--- config.mk ---
export PLATFORM = sky130hd
export DESIGN_NAME = drum_timing_gen_flat
export DESIGN_NICKNAME = d
export VERILOG_FILES = /design/src/rtl/drum_timing_gen_if.sv /design/src/rtl/drum_timing_gen.sv /design/src/flat_wrapper.sv
export SDC_FILE = /design/constraint.sdc
export NUM_CORES = 1
export LEC_CHECK = 0
export BUFFER_PORTS_ARGS = -buffer_cell sky130_fd_sc_hd__buf_2
export CAP_MARGIN = 30
export CORE_MARGIN = 2
export CORE_UTILIZATION = 40
export DETAILED_ROUTE_END_ITERATION = 7
export GPL_TIMING_DRIVEN = 0
export SYNTH_ARGS = -nofsm -noshare
export SYNTH_HDL_FRONTEND = slang
export SYNTH_SLANG_ARGS = --single-unit
--- constraint.sdc ---
create_clock -name CLK -period 5.3 [get_ports CLK]
set_input_delay 0.795 -clock CLK [delete_from_list [all_inputs] [get_ports CLK]]
set_output_delay 0.795 -clock CLK [all_outputs]
set_load 0.02 [all_outputs]
--- src/rtl/drum_timing_gen_if.sv ---
// Seek handshake bundle for drum_timing_gen: request/address in, ready/hit/error out.
interface drum_timing_gen_if #(
  parameter int ADDR_BITS = 7
) ();
  logic                 seek_req;
  logic [ADDR_BITS-1:0] seek_addr;
  logic                 seek_ready;
  logic                 seek_hit;
  logic                 seek_err;

  modport master (output seek_req, output seek_addr,
                  input seek_ready, input seek_hit, input seek_err);
  modport slave  (input seek_req, input seek_addr,
                  output seek_ready, output seek_hit, output seek_err);
endinterface

--- src/rtl/drum_timing_gen.sv ---
// Drum timing track generator (Z1 bit clock, Z2 word marks, Z3 serial sector address).
// Optional sector seek unit compiled in when DRUM_SEEK_EN is defined.
module drum_timing_gen #(
  parameter int WORD_BITS = 40,
  parameter int WORDS     = 128,
  parameter int ADDR_BITS = 7,
  parameter int CLK_DIV   = 10,
  parameter int PULSE_W   = 2
) (
  input  logic                         CLK,
  input  logic                         CLR,
  output logic                         Z1,
  output logic                         _Z1,
  output logic                         Z2,
  output logic                         _Z2,
  output logic                         Z3,
  output logic                         _Z3,
  output logic [$clog2(WORD_BITS)-1:0] bit_idx,
  output logic [ADDR_BITS-1:0]         word_idx,
  output logic                         index,
  drum_timing_gen_if.slave             seek
);
  localparam int BW  = $clog2(WORD_BITS);
  localparam int PHW = $clog2(CLK_DIV);
  localparam logic [PHW-1:0]       PH_MAX   = PHW'(CLK_DIV - 1);
  localparam logic [PHW-1:0]       PW_C     = PHW'(PULSE_W);
  localparam logic [BW-1:0]        BIT_MAX  = BW'(WORD_BITS - 1);
  localparam logic [BW-1:0]        Z2A_LO   = BW'(WORD_BITS - 9);
  localparam logic [BW-1:0]        Z2A_HI   = BW'(WORD_BITS - 7);
  localparam logic [BW-1:0]        Z2B_LO   = BW'(WORD_BITS - 2);
  localparam logic [BW-1:0]        Z3_LO    = BW'(WORD_BITS - 1 - ADDR_BITS);
  localparam logic [BW-1:0]        Z3_HI    = BW'(WORD_BITS - 2);
  localparam logic [ADDR_BITS-1:0] WORD_MAX = ADDR_BITS'(WORDS - 1);

  logic [PHW-1:0]       phase_q, phase_d;
  logic [BW-1:0]        bit_q, bit_d;
  logic [ADDR_BITS-1:0] word_q, word_d;
  logic                 z1_q, z2_q, z3_q, nz1_q, nz2_q, nz3_q, index_q;
  logic                 z1_d, z2_d, z3_d, index_d;
  logic                 phase_wrap, bit_wrap, word_start_d;
  logic [ADDR_BITS-1:0] nxt_addr, nxt_sh;
  logic [BW-1:0]        z3_off;

  // Outputs are derived from the next counter values so they line up with the counters.
  always_comb begin
    phase_wrap   = (phase_q == PH_MAX);
    bit_wrap     = (bit_q == BIT_MAX);
    phase_d      = phase_wrap ? '0 : phase_q + 1'b1;
    bit_d        = bit_q;
    word_d       = word_q;
    if (phase_wrap) begin
      bit_d = bit_wrap ? '0 : bit_q + 1'b1;
      if (bit_wrap) word_d = (word_q == WORD_MAX) ? '0 : word_q + 1'b1;
    end
    word_start_d = (phase_d == '0) && (bit_d == '0);
    index_d      = word_start_d && (word_d == '0);
    z1_d         = (phase_d < PW_C);
    z2_d         = ((bit_d >= Z2A_LO) && (bit_d <= Z2A_HI)) || (bit_d >= Z2B_LO);
    nxt_addr     = (word_d == WORD_MAX) ? '0 : word_d + 1'b1;
    z3_off       = bit_d - Z3_LO;
    nxt_sh       = nxt_addr >> z3_off;
    z3_d         = 1'b0;
    if ((bit_d >= Z3_LO) && (bit_d <= Z3_HI)) z3_d = nxt_sh[0];
    else if (bit_d == BIT_MAX)                z3_d = (nxt_addr == '0);
  end

  always_ff @(posedge CLK or negedge CLR) begin
    if (!CLR) begin
      phase_q <= PH_MAX;
      bit_q   <= BIT_MAX;
      word_q  <= WORD_MAX;
      z1_q    <= 1'b0;
      z2_q    <= 1'b0;
      z3_q    <= 1'b0;
      nz1_q   <= 1'b1;
      nz2_q   <= 1'b1;
      nz3_q   <= 1'b1;
      index_q <= 1'b0;
    end else begin
      phase_q <= phase_d;
      bit_q   <= bit_d;
      word_q  <= word_d;
      z1_q    <= z1_d;
      z2_q    <= z2_d;
      z3_q    <= z3_d;
      nz1_q   <= ~z1_d;
      nz2_q   <= ~z2_d;
      nz3_q   <= ~z3_d;
      index_q <= index_d;
    end
  end

  assign Z1       = z1_q;
  assign _Z1      = nz1_q;
  assign Z2       = z2_q;
  assign _Z2      = nz2_q;
  assign Z3       = z3_q;
  assign _Z3      = nz3_q;
  assign bit_idx  = bit_q;
  assign word_idx = word_q;
  assign index    = index_q;

`ifdef DRUM_SEEK_EN
  localparam int CW = ADDR_BITS + 1;
  localparam logic [CW-1:0] WORDS_C = CW'(WORDS);

  typedef enum logic [1:0] {S_IDLE, S_ARMED, S_DONE} seek_state_e;

  seek_state_e          state_q, state_d;
  logic [ADDR_BITS-1:0] tgt_q, tgt_d;
  logic [CW-1:0]        cnt_q, cnt_d;
  logic                 ready_q, hit_q, err_q;
  logic                 ready_d, hit_d, err_d;

  // cnt counts word starts seen without a match; reaching WORDS means the target is unreachable.
  always_comb begin
    state_d = state_q;
    tgt_d   = tgt_q;
    cnt_d   = cnt_q;
    hit_d   = 1'b0;
    err_d   = 1'b0;
    case (state_q)
      S_IDLE: begin
        if (seek.seek_req) begin
          tgt_d   = seek.seek_addr;
          cnt_d   = '0;
          state_d = S_ARMED;
        end
      end
      S_ARMED: begin
        if (word_start_d) begin
          if (word_d == tgt_q) begin
            hit_d   = 1'b1;
            state_d = S_DONE;
          end else begin
            cnt_d = cnt_q + 1'b1;
            if (cnt_d == WORDS_C) begin
              err_d   = 1'b1;
              state_d = S_DONE;
            end
          end
        end
      end
      S_DONE:  state_d = S_IDLE;
      default: state_d = S_IDLE;
    endcase
    ready_d = (state_d == S_IDLE);
  end

  always_ff @(posedge CLK or negedge CLR) begin
    if (!CLR) begin
      state_q <= S_IDLE;
      tgt_q   <= '0;
      cnt_q   <= '0;
      ready_q <= 1'b1;
      hit_q   <= 1'b0;
      err_q   <= 1'b0;
    end else begin
      state_q <= state_d;
      tgt_q   <= tgt_d;
      cnt_q   <= cnt_d;
      ready_q <= ready_d;
      hit_q   <= hit_d;
      err_q   <= err_d;
    end
  end

  assign seek.seek_ready = ready_q;
  assign seek.seek_hit   = hit_q;
  assign seek.seek_err   = err_q;
`else
  logic unused_seek;
  assign unused_seek     = ^{seek.seek_req, seek.seek_addr};
  assign seek.seek_ready = 1'b1;
  assign seek.seek_hit   = 1'b0;
  assign seek.seek_err   = 1'b0;
`endif
endmodule

--- src/flat_wrapper.sv ---
// flat-port wrapper written by rule: the top's interface ports become plain ports
module drum_timing_gen_flat 
#(
  parameter int WORD_BITS = 40,
  parameter int WORDS     = 128,
  parameter int ADDR_BITS = 7,
  parameter int CLK_DIV   = 10,
  parameter int PULSE_W   = 2
)
  (CLK, CLR, Z1, _Z1, Z2, _Z2, Z3, _Z3, bit_idx, word_idx, index, seek_seek_req, seek_seek_addr, seek_seek_ready, seek_seek_hit, seek_seek_err);
  drum_timing_gen_if #(.ADDR_BITS(ADDR_BITS)) seek_i ();
  input  logic CLK;
  input  logic CLR;
  output logic Z1;
  output logic _Z1;
  output logic Z2;
  output logic _Z2;
  output logic Z3;
  output logic _Z3;
  output logic [$clog2(WORD_BITS)-1:0] bit_idx;
  output logic [ADDR_BITS-1:0] word_idx;
  output logic index;
  input wire logic [$bits(seek_i.seek_req)-1:0] seek_seek_req;
  input wire logic [$bits(seek_i.seek_addr)-1:0] seek_seek_addr;
  output wire logic [$bits(seek_i.seek_ready)-1:0] seek_seek_ready;
  output wire logic [$bits(seek_i.seek_hit)-1:0] seek_seek_hit;
  output wire logic [$bits(seek_i.seek_err)-1:0] seek_seek_err;
  assign seek_i.seek_req = seek_seek_req;
  assign seek_i.seek_addr = seek_seek_addr;
  assign seek_seek_ready = seek_i.seek_ready;
  assign seek_seek_hit = seek_i.seek_hit;
  assign seek_seek_err = seek_i.seek_err;
  drum_timing_gen #(.WORD_BITS(WORD_BITS), .WORDS(WORDS), .ADDR_BITS(ADDR_BITS), .CLK_DIV(CLK_DIV), .PULSE_W(PULSE_W)) u_core (.CLK(CLK), .CLR(CLR), .Z1(Z1), ._Z1(_Z1), .Z2(Z2), ._Z2(_Z2), .Z3(Z3), ._Z3(_Z3), .bit_idx(bit_idx), .word_idx(word_idx), .index(index), .seek(seek_i));
endmodule
==> results of run 1 <==
==> stage by stage <==
step / cell area (µm²) / setup WS, ns
floorplan: 1710 / 2.36
global placement: 1870 / 2.08
detailed placement: 1870 / 2.07
CTS: 1930 / 2.01
global route: 1930 / 1.78
finish: 1930 / 2.02
==> power by group <==
group | internal [mW] | total, mW | switching [mW]
Combinational | 0.00174 | 0.00721 | 0.00547
Clock | 0.0664 | 0.127 | 0.0608
Sequential | 0.184 | 0.184 | 0
Total | 0.252 | 0.318 | 0.0663
==> state kept, by name, indices dropped and copies added (netlist names) <==
signal           count
u_core.Z3            1
u_core.Z2            1
u_core._Z3           1
u_core.index         1
u_core._Z1           1
u_core.phase_q       4
u_core.bit_idx       6
u_core.word_idx      7
u_core._Z2           1
u_core.Z1            1
==> layer usage <==
metal  routed length, µm  part of all wire (%)
met5                   0                     0
met4                  58                   1.4
met3                 174                   4.2
met2                1980                    48
met1                1930                    47
==> how the worst min path moves through the flow <==
| stage | endpoint | cells past startpoint |
|---|---|---|
| 2_1_floorplan | u_core.phase_q[0] | 1 |
| 3_3_place_gp | u_core.phase_q[0] | 1 |
| 3_5_place_dp | u_core.phase_q[0] | 1 |
| 4_1_cts | u_core.phase_q[0] | 1 |
| 5_1_grt | u_core.Z3 | 1 |
| 6_report | u_core.Z3 | 1 |
==> cell usage after synthesis, drive strengths merged, types with 3 or more instances <==
cell,n,area share [%]
and3,3,1.1
a211oi,3,1.3
a21oi,8,2.4
nor2,5,1.1
inv,13,2.9
xnor2,7,3.6
dfrtp,8,12
nor4,3,1.1
nand2,16,3.7
ha,5,3.7
dfstp,16,25
nand4,4,1.8
a31oi,5,1.8
nand3,9,2.9
a41o,3,1.8
buf,10,4.2
o21ai,6,1.8
and2,6,2.2
==> worst max-delay path, cell delays in order, from the launching register on <==
cell       delay (ns)
dfstp_2          0.60
ha_1             0.31
inv_1            0.16
nor3_4           0.34
mux2_2           0.42
inv_1            0.09
ha_1             0.22
o311ai_0         0.53
a31oi_1          0.09
a2bb2oi_1        0.23
and4b_1          0.22
==> cell usage in the layout, fill, tap and decap left out, drive strengths merged, types with 3 or more instances in the layout <==
| cell | instances |
|---|---|
| dfstp | 16 |
| and2 | 6 |
| conb | 3 |
| xnor2 | 7 |
| inv | 13 |
| a31oi | 5 |
| buf | 31 |
| nand2 | 16 |
| o21ai | 6 |
| a211oi | 3 |
| nor4 | 3 |
| nand3 | 9 |
| nor2 | 5 |
| and3 | 3 |
| nand4 | 4 |
| dfrtp | 8 |
| a41o | 3 |
| ha | 5 |
| a21oi | 8 |
| clkbuf | 6 |
==> kinds of logic (layout without fill, tap and decap cells) <==
logic type                 count (synthesis)  count (layout)  share of synthesized area, %
DFF                                       24              24                          36.5
buffers and inverters                     25              50                          7.50
adders and majority gates                  5               5                          3.68
and+or+nand+nor                           64              64                          24.0
AOI/OAI and AO/OA                         47              47                          21.4
other                                      2               3                         0.441
xor gates and xnor gates                   9               9                          4.63
muxes                                      3               3                          1.91
==> cell type report <==
type                       instances  area, µm²
buffer                            12       78.8
clock buffer                       4       55.1
fill                             404       2130
inverter                          13       48.8
multi-input combinational        131        957
sequential                        24        621
tap                               50       62.6
timing repair buffer              21        105
==> out/results.txt, run 1 <==
Status: complete, no violations
RD Place Congestion: 0.916
Max-cap violation count: 0
Fin cells: 255
Hold WS: 0.490 ns
GRT Util Overall: 18.1%
WP data arrival: 3.49 ns
Post-CTS setup buffers: 0
Die width: 69.2 µm
Cell Pwr Density: 165 nW/µm²
# diodes: 0
Worst slew pin tran: 0.704 ns
Area Growth Syn to Fin: 13.3%
Most used routing layer: met2
Slew margin rel.: 51.9%
Asr flop ratio synth: 100%
Initial antenna violation count: 0
CP Capture Type: flop
Die area: 4790 µm²
R2r endpoint: u_core._Z3
CP Launch Type: flop
IO Count: 33
Wire per inst: 16.3 µm
DRT iter0 DRCs: 118
CTS buffer count: 3
Total gr overflow: 0
Num rows: 23
PortBufs: 21
Count of cell types in the netlist: 63
Antenna Nets Post-Route: 0
Hold Crit Class: in -> async
R2r setup slk: 2.02 ns
Worst-Skew Late Latency: 0.27 ns
Clk sink count: 24
RSZ-0062 raised after global routing: false
Final min period: 3.28 ns
Root buf cell: clkbuf_8
Pins Over Slew Limit: 0
Maximum clock path buffer count: 2
TritonCTS clock tree: yes
Initial core utilization: 41.9%
Final Core Density: 47.5%
Sequential fraction of the synthesis area: 36.5%
Residual DRC: 0
Crit path capture: u_core._Z3
Die span in y: 69.2 µm
Vias: 1474
Seq cells post-synth: 24
Setup TNS: 0 ns
Setup-failing EPs final: 0
Clock-pin slew on the worst setup and hold paths: 0.09 ns
Final net count: 221
Overall Power: 318 µW
Hold_buf cts: 0
Placed Instances: 251
CTS H-tree lvls: 1
DP HPWL: 3.11 mm
Core area: 4060 µm²
CP Class: reg -> reg
Met1 usage: 25.4%
Vias per cell: 5.78
Pleak: 0.905 nW
Mapped Cells: 179
Data required, critical path: 5.51 ns
Drt pass-1 iters: 4
CP startpoint: u_core.bit_idx[0]
Most used flip-flop cell after synthesis: dfstp_2
Post-cts sizing count: 0
Max VDD drop: 0.150 mV
Drt total wl: 4.15 mm
Avg Synthesized Cell Area: 9.51 µm²
M3 GR Usage: 2.33%
Tcrit/Tclk final: 61.8%
Post-synth EDFFs: 0
R2R cell count: 10
Highest clock rate: 305 MHz
Layout cells sized above 1: 29.3%
Vias in the first global route: 1467
Reg-to-reg startpoint: u_core.bit_idx[0]
Synth warnings: 0
Count of final hold-check violations: 0
Largest net degree at the start of global routing: 25
First-pass GRT wire length: 7.04 mm
Layout Skew: 0.00240 ns
Critical-path maximum fanout: 6
Met2 track demand over resource: 28.8%
Syn Std Cell Area: 1700 µm²
Note: power is estimated with default switching activity, not from simulation.
==> run 2, diff against run 1 <==
clock period = 2.8 ns   (was 5.3 ns; I/O delays follow)
==> run 2 against run 1 <==
Net effect: critical path depth shrank 1; die area stayed put; first-iteration DRC count shrank 19%; via count up 3.1%; routed wire length rose by 5.0%; sequential power is 89% higher; combinational power rose by 93%; non-clock buffer count grew 12; maximum frequency is 23% higher; largest cell class unchanged.
==> out/results.txt, run 2 (synthesis results as in run 1) <==
Status: complete, no violations
Vias per cell: 5.69 (-1.5%)
Die area: 4790 µm² (unchanged)
DP HPWL: 3.18 mm (+2.3%)
CP Class: reg -> reg
Initial core utilization: 41.9% (unchanged)
CTS H-tree lvls: 1 (unchanged)
Final min period: 2.67 ns (-0.610 ns)
Vias in the first global route: 1485 (+1.2%)
Layout Skew: 0.00270 ns (+0.000298 ns)
CP Launch Type: flop
TritonCTS clock tree: yes
WP data arrival: 2.87 ns (-0.62 ns)
Commonest non-fill, non-tap cells in the layout: buf_2, buf_4, dfstp_2
Maximum clock path buffer count: 2 (unchanged)
Initial antenna violation count: 0 (unchanged)
Die span in y: 69.2 µm (unchanged)
Crit path buf inv count: 1 (-1)
DRT iter0 DRCs: 96 (-19%)
Max VDD drop: 0.159 mV (+6.5%)
CTS buffer count: 3 (unchanged)
Cell Pwr Density: 280 nW/µm² (+69%)
IO Count: 33 (unchanged)
Pins Over Slew Limit: 0 (unchanged)
Core area: 4060 µm² (unchanged)
Overall Power: 603 µW (+90%)
Final net count: 233 (+5.4%)
RD Place Congestion: 0.973 (+6.3%)
Slowest stage delay, CP: 0.55 ns (-0.05 ns)
Tcrit/Tclk final: 95.3% (+33 points)
CP Capture Type: flop
Hold Crit Class: in -> async
Largest net degree at the start of global routing: 25 (unchanged)
Area Growth Syn to Fin: 26.8%
Slew margin rel.: 63.7% (+12 points)
Antenna Nets Post-Route: 0 (unchanged)
First-pass GRT wire length: 7.25 mm (+3.0%)
Total gr overflow: 0 (unchanged)
Drt pass-1 iters: 4 (unchanged)
R2r setup slk: 0.13 ns (-1.89 ns)
Num rows: 23 (unchanged)
GRT Util Overall: 18.7% (+0.58 points)
Clk sink count: 24 (unchanged)
RSZ-0062 raised after global routing: false
Critical Path, Cell by Cell: buf_4 -> nand4bb_4 -> nor3_4 -> mux2_4 -> ha_4 -> o211a_1 -> a211o_1 -> a2111oi_4 -> and4b_1
Hold WS: 0.122 ns (-0.368 ns)
Wire per inst: 16.3 µm (+0.32%)
Critical-path maximum fanout: 4 (-2)
Hold_buf cts: 0 (unchanged)
Vias: 1520 (+3.1%)
Worst-Skew Late Latency: 0.27 ns (about the same)
Setup-failing EPs final: 0 (unchanged)
Pleak: 0.963 nW (+6.4%)
Slowest-stage cell, CP: dfstp_2
Data required, critical path: 3.01 ns (-2.50 ns)
Worst slew pin tran: 0.545 ns (-0.159 ns)
R2R cell count: 9 (-1)
Highest clock rate: 375 MHz (+23%)
PortBufs: 21 (unchanged)
Largest register FFs: 7 (unchanged)
# diodes: 0 (unchanged)
Layout cells sized above 1: 41.0% (+12 points)
Clock-pin slew on the worst setup and hold paths: 0.09 ns (about the same)
Die width: 69.2 µm (unchanged)
Count of final hold-check violations: 0 (unchanged)
Critical path's top delay family: compound AO/OA/AOI/OAI gates
Commonest non-fill, non-tap cell in the layout: buf_2
Drt total wl: 4.35 mm (+5.0%)
Root buf cell: clkbuf_8
Residual DRC: 0 (unchanged)
Critical path depth in cells: 9 (-1)
Max-cap violation count: 0 (unchanged)
-- run 2: cell types whose count changed in the layout (fill, tap and decap cells not counted), sizes merged --
cell and delta:
buf +12
-- run 2: per-layer routing --
| metal | global-route usage [%] | vias up | part of all wire, % | wire length [µm] |
|---|---|---|---|---|
| met3 | 3.05 | 6 | 5.5 | 240 |
| met1 | 26.6 | 735 | 45 | 1980 |
| met5 | 0 | - | 0 | 0 |
| li1 | - | 736 | - | - |
| met2 | 29.5 | 43 | 48 | 2090 |
| met4 | 5.23 | 0 | 1.0 | 45 |
-- run 2: layout make-up --
class | instances | area (µm²)
repair buffers | 33 | 195
plain buffers | 12 | 82.6
inverters | 13 | 48.8
well taps | 50 | 62.6
flip-flops and latches | 24 | 623
multi-input cells | 131 | 1090
fillers | 396 | 1900
clock buffers | 4 | 55.1
-- run 2: worst paths after layout --
check	startpoint	end
max in group asynchronous	CLR	u_core.phase_q[2]
min reg2reg	u_core.phase_q[2]	u_core.phase_q[2]
max reg2reg	u_core.bit_idx[2]	u_core._Z3
min	CLR	u_core.bit_idx[4]
min in group CLK	u_core.phase_q[2]	u_core.phase_q[2]
max	u_core.bit_idx[2]	u_core._Z3
-- run 2: where the power goes --
group / switching [mW] / internal [mW] / total (mW) / leakage (nW)
Sequential: 0 / 0.348 / 0.348 / 0.275
Clock: 0.116 / 0.126 / 0.242 / 0.0288
Combinational: 0.0106 / 0.00329 / 0.0139 / 0.659
-- run 2: repair_timing --
action,4_1_cts,5_1_grt
gates resized for setup,8,17
buffers inserted,6,6
pin swaps,2,8
setup endpoints to repair,3,3
-- run 2: metrics by stage --
step | instance area (µm²) | utilization [%] | setup WS, ns | setup TNS [ns] | std cells
2_1_floorplan | 1720 | - | 0.0107 | 0 | 180
3_3_place_gp | 1890 | 46.6 | -0.318 | -0.539 | 251
5_1_grt | 2160 | 53.2 | 0.000772 | 0 | 267
4_1_cts | 2020 | 49.9 | 0.00416 | 0 | 261
3_5_place_dp | 1890 | 46.6 | -0.284 | -0.521 | 251
6_report | 2160 | 53.2 | 0.133 | 0 | 267
==> run 3, diff against run 2 <==
CORE_UTILIZATION = 35   (was 40)
==> run 3 against run 2 <==
Net effect: sequential share of layout area about the same; clock-buffer cell count shrank 1; highest routed layer unchanged; critical path type unchanged; combinational power about the same; power increased by 10%; largest power group unchanged.
==> out/results.txt, run 3 (synthesis results as in run 1) <==
Status: complete, no violations
Hold WS: 0.114 ns (-0.00829 ns)
Setup-failing EPs final: 0 (unchanged)
Dpl ws: -0.306 ns (-0.0222 ns)
Internal Power: 542 µW (+14%)
DP HPWL: 2.98 mm (-6.5%)
Core area: 4690 µm² (+16%)
Seq pwr share: 52.2% (-5.4 points)
Hold Crit Class: in -> async
Initial core utilization: 36.3% (-5.7 points)
WP data arrival: 2.93 ns (+0.06 ns)
Vias: 1526 (+0.39%)
GRT Util Overall: 15.4% (-3.3 points)
Layout Skew: 0.00151 ns (-0.00118 ns)
TritonCTS clock tree: yes
Die span in y: 73.7 µm (+6.5%)
Final min period: 2.72 ns (+0.0567 ns)
Clk sink count: 24 (unchanged)
Vias in the first global route: 1345 (-9.4%)
RD Place Congestion: 0.864 (-11%)
PortBufs: 21 (unchanged)
Post-DP Area: 1900 µm² (+0.26%)
Commonest non-fill, non-tap cells in the layout: buf_2, buf_4, dfstp_2
Area Growth Syn to Fin: 26.8% (about the same)
Vias per cell: 5.65 (-0.72%)
Drt pass-1 iters: 4 (unchanged)
Total gr overflow: 0 (unchanged)
Initial antenna violation count: 0 (unchanged)
IO Count: 33 (unchanged)
Highest clock rate: 367 MHz (-2.1%)
CTS buffer count: 3 (unchanged)
Overall Power: 666 µW (+10%)
CTS H-tree lvls: 1 (unchanged)
Pleak: 0.970 nW (+0.72%)
Hold_buf cts: 0 (unchanged)
Antenna Nets Post-Route: 0 (unchanged)
Residual DRC: 0 (unchanged)
Max VDD drop: 0.198 mV (+24%)
Switching portion of total power: 18.6% (-2.4 points)
Data required, critical path: 3.01 ns (about the same)
Setup slack after layout: 0.0760 ns (-0.0567 ns)
Cell Pwr Density: 309 nW/µm² (+10%)
CP Launch Type: flop
Worst-Skew Late Latency: 0.27 ns (about the same)
Clk pwr share: 45.7% (+5.6 points)
Clock-pin slew on the worst setup and hold paths: 0.09 ns (about the same)
Fillers: 476 (+20%)
Pins Over Slew Limit: 0 (unchanged)
DRT iter0 DRCs: 102 (+6.3%)
Worst slew pin tran: 0.521 ns (-0.0233 ns)
Maximum clock path buffer count: 2 (unchanged)
Slew margin rel.: 65.2% (+1.6 points)
Tcrit/Tclk final: 97.3% (+2.0 points)
Num rows: 25 (+8.7%)
Design area: 2160 µm² (about the same)
CP Capture Type: flop
Comb pwr share: 2.0% (-0.3 points)
Count of final hold-check violations: 0 (unchanged)
Layout cells sized above 1: 40.3% (-0.74 points)
Die area: 5440 µm² (+13%)
CP Class: reg -> reg
Final net count: 232 (-0.43%)
Max-cap violation count: 0 (unchanged)
Die width: 73.7 µm (+6.5%)
Drt total wl: 4.20 mm (-3.6%)
Largest register FFs: 7 (unchanged)
Critical-path maximum fanout: 10 (+6)
Root buf cell: clkbuf_8
# diodes: 0 (unchanged)
Commonest non-fill, non-tap cell in the layout: buf_2
First-pass GRT wire length: 6.47 mm (-11%)
Wire per inst: 15.5 µm (-4.7%)
Sw Pwr: 124 µW (-2.3%)
Largest net degree at the start of global routing: 25 (unchanged)
[run 3: cell types whose count changed in the layout (fill, tap and decap cells not counted), sizes merged]
cell,delta
bufinv,+1
clkbuf,-1
buf,-1
[run 3: per-stage QoR]
step | util (%) | setup TNS [ns] | std cells
6_report | 46.0 | 0 | 270
5_1_grt | 46.0 | -0.130 | 270
4_1_cts | 43.6 | 0 | 266
3_5_place_dp | 40.4 | -0.512 | 255
3_3_place_gp | 40.4 | -0.688 | 255
2_1_floorplan | - | 0 | 180
[run 3: final timing paths]
| check | start | endpoint | slack, ns | depth (start not counted) |
|---|---|---|---|---|
| hold / removal | CLR | u_core.Z1 | 0.11 | 1 |
| max in group asynchronous | CLR | u_core.bit_idx[4] | 2.31 | 1 |
| hold reg to reg | u_core.word_idx[1] | u_core.word_idx[1] | 0.60 | 2 |
| setup reg to reg | u_core.bit_idx[2] | u_core._Z3 | 0.08 | 9 |
| min in group CLK | u_core.word_idx[1] | u_core.word_idx[1] | 0.60 | 2 |
| setup / recovery | u_core.bit_idx[2] | u_core._Z3 | 0.08 | 9 |
[run 3: what timing repair did]
| item | 4_1_cts | 5_1_grt |
|---|---|---|
| cloned | 0 | 0 |
| setup buffers | 7 | 4 |
| gates resized for setup | 7 | 14 |
| hold endpoints to repair | 0 | 0 |
| setup endpoints to repair | 2 | 2 |
| pin swaps | 3 | 7 |
[run 3: final cells by class]
cell class              instances  area (µm²)  share of cell area [%]
plain buffers                  12        80.1                    3.71
flip-flops and latches         24         622                    28.8
clock buffers                   3        41.3                    1.91
repair buffers                 32         188                    8.70
well taps                      54        67.6                    3.13
inverters                      13        48.8                    2.26
clock inverters                 1        30.0                    1.39
multi-input cells             131        1080                    50.1
[run 3: worst max-delay path, stage by stage (launching register included)]
cell	delay [ns]
dfstp_2	0.57
buf_4	0.16
and4bb_1	0.22
buf_6	0.13
a211oi_1	0.07
a21oi_1	0.41
inv_1	0.23
a211oi_1	0.40
o2111ai_2	0.20
and4b_1	0.25
[run 3: power by group through the flow]
stage	combinational (mW)	clock [mW]	sequential, mW
after CTS	0.0142	0.320	0.348
after floorplan	0.00670	0	0.354
final	0.0136	0.305	0.348
after global routing	0.0157	0.324	0.348
after global placement	0.0140	0	0.353
after detailed placement	0.0142	0	0.353
[run 3: layer usage]
metal / share of wire (%) / up-vias / GRT usage [%]
met2: 50 / 36 / 25.0
met5: 0 / - / 0
met4: 2.1 / 0 / 6.46
met1: 43 / 744 / 20.9
li1: - / 738 / -
met3: 4.8 / 8 / 1.37
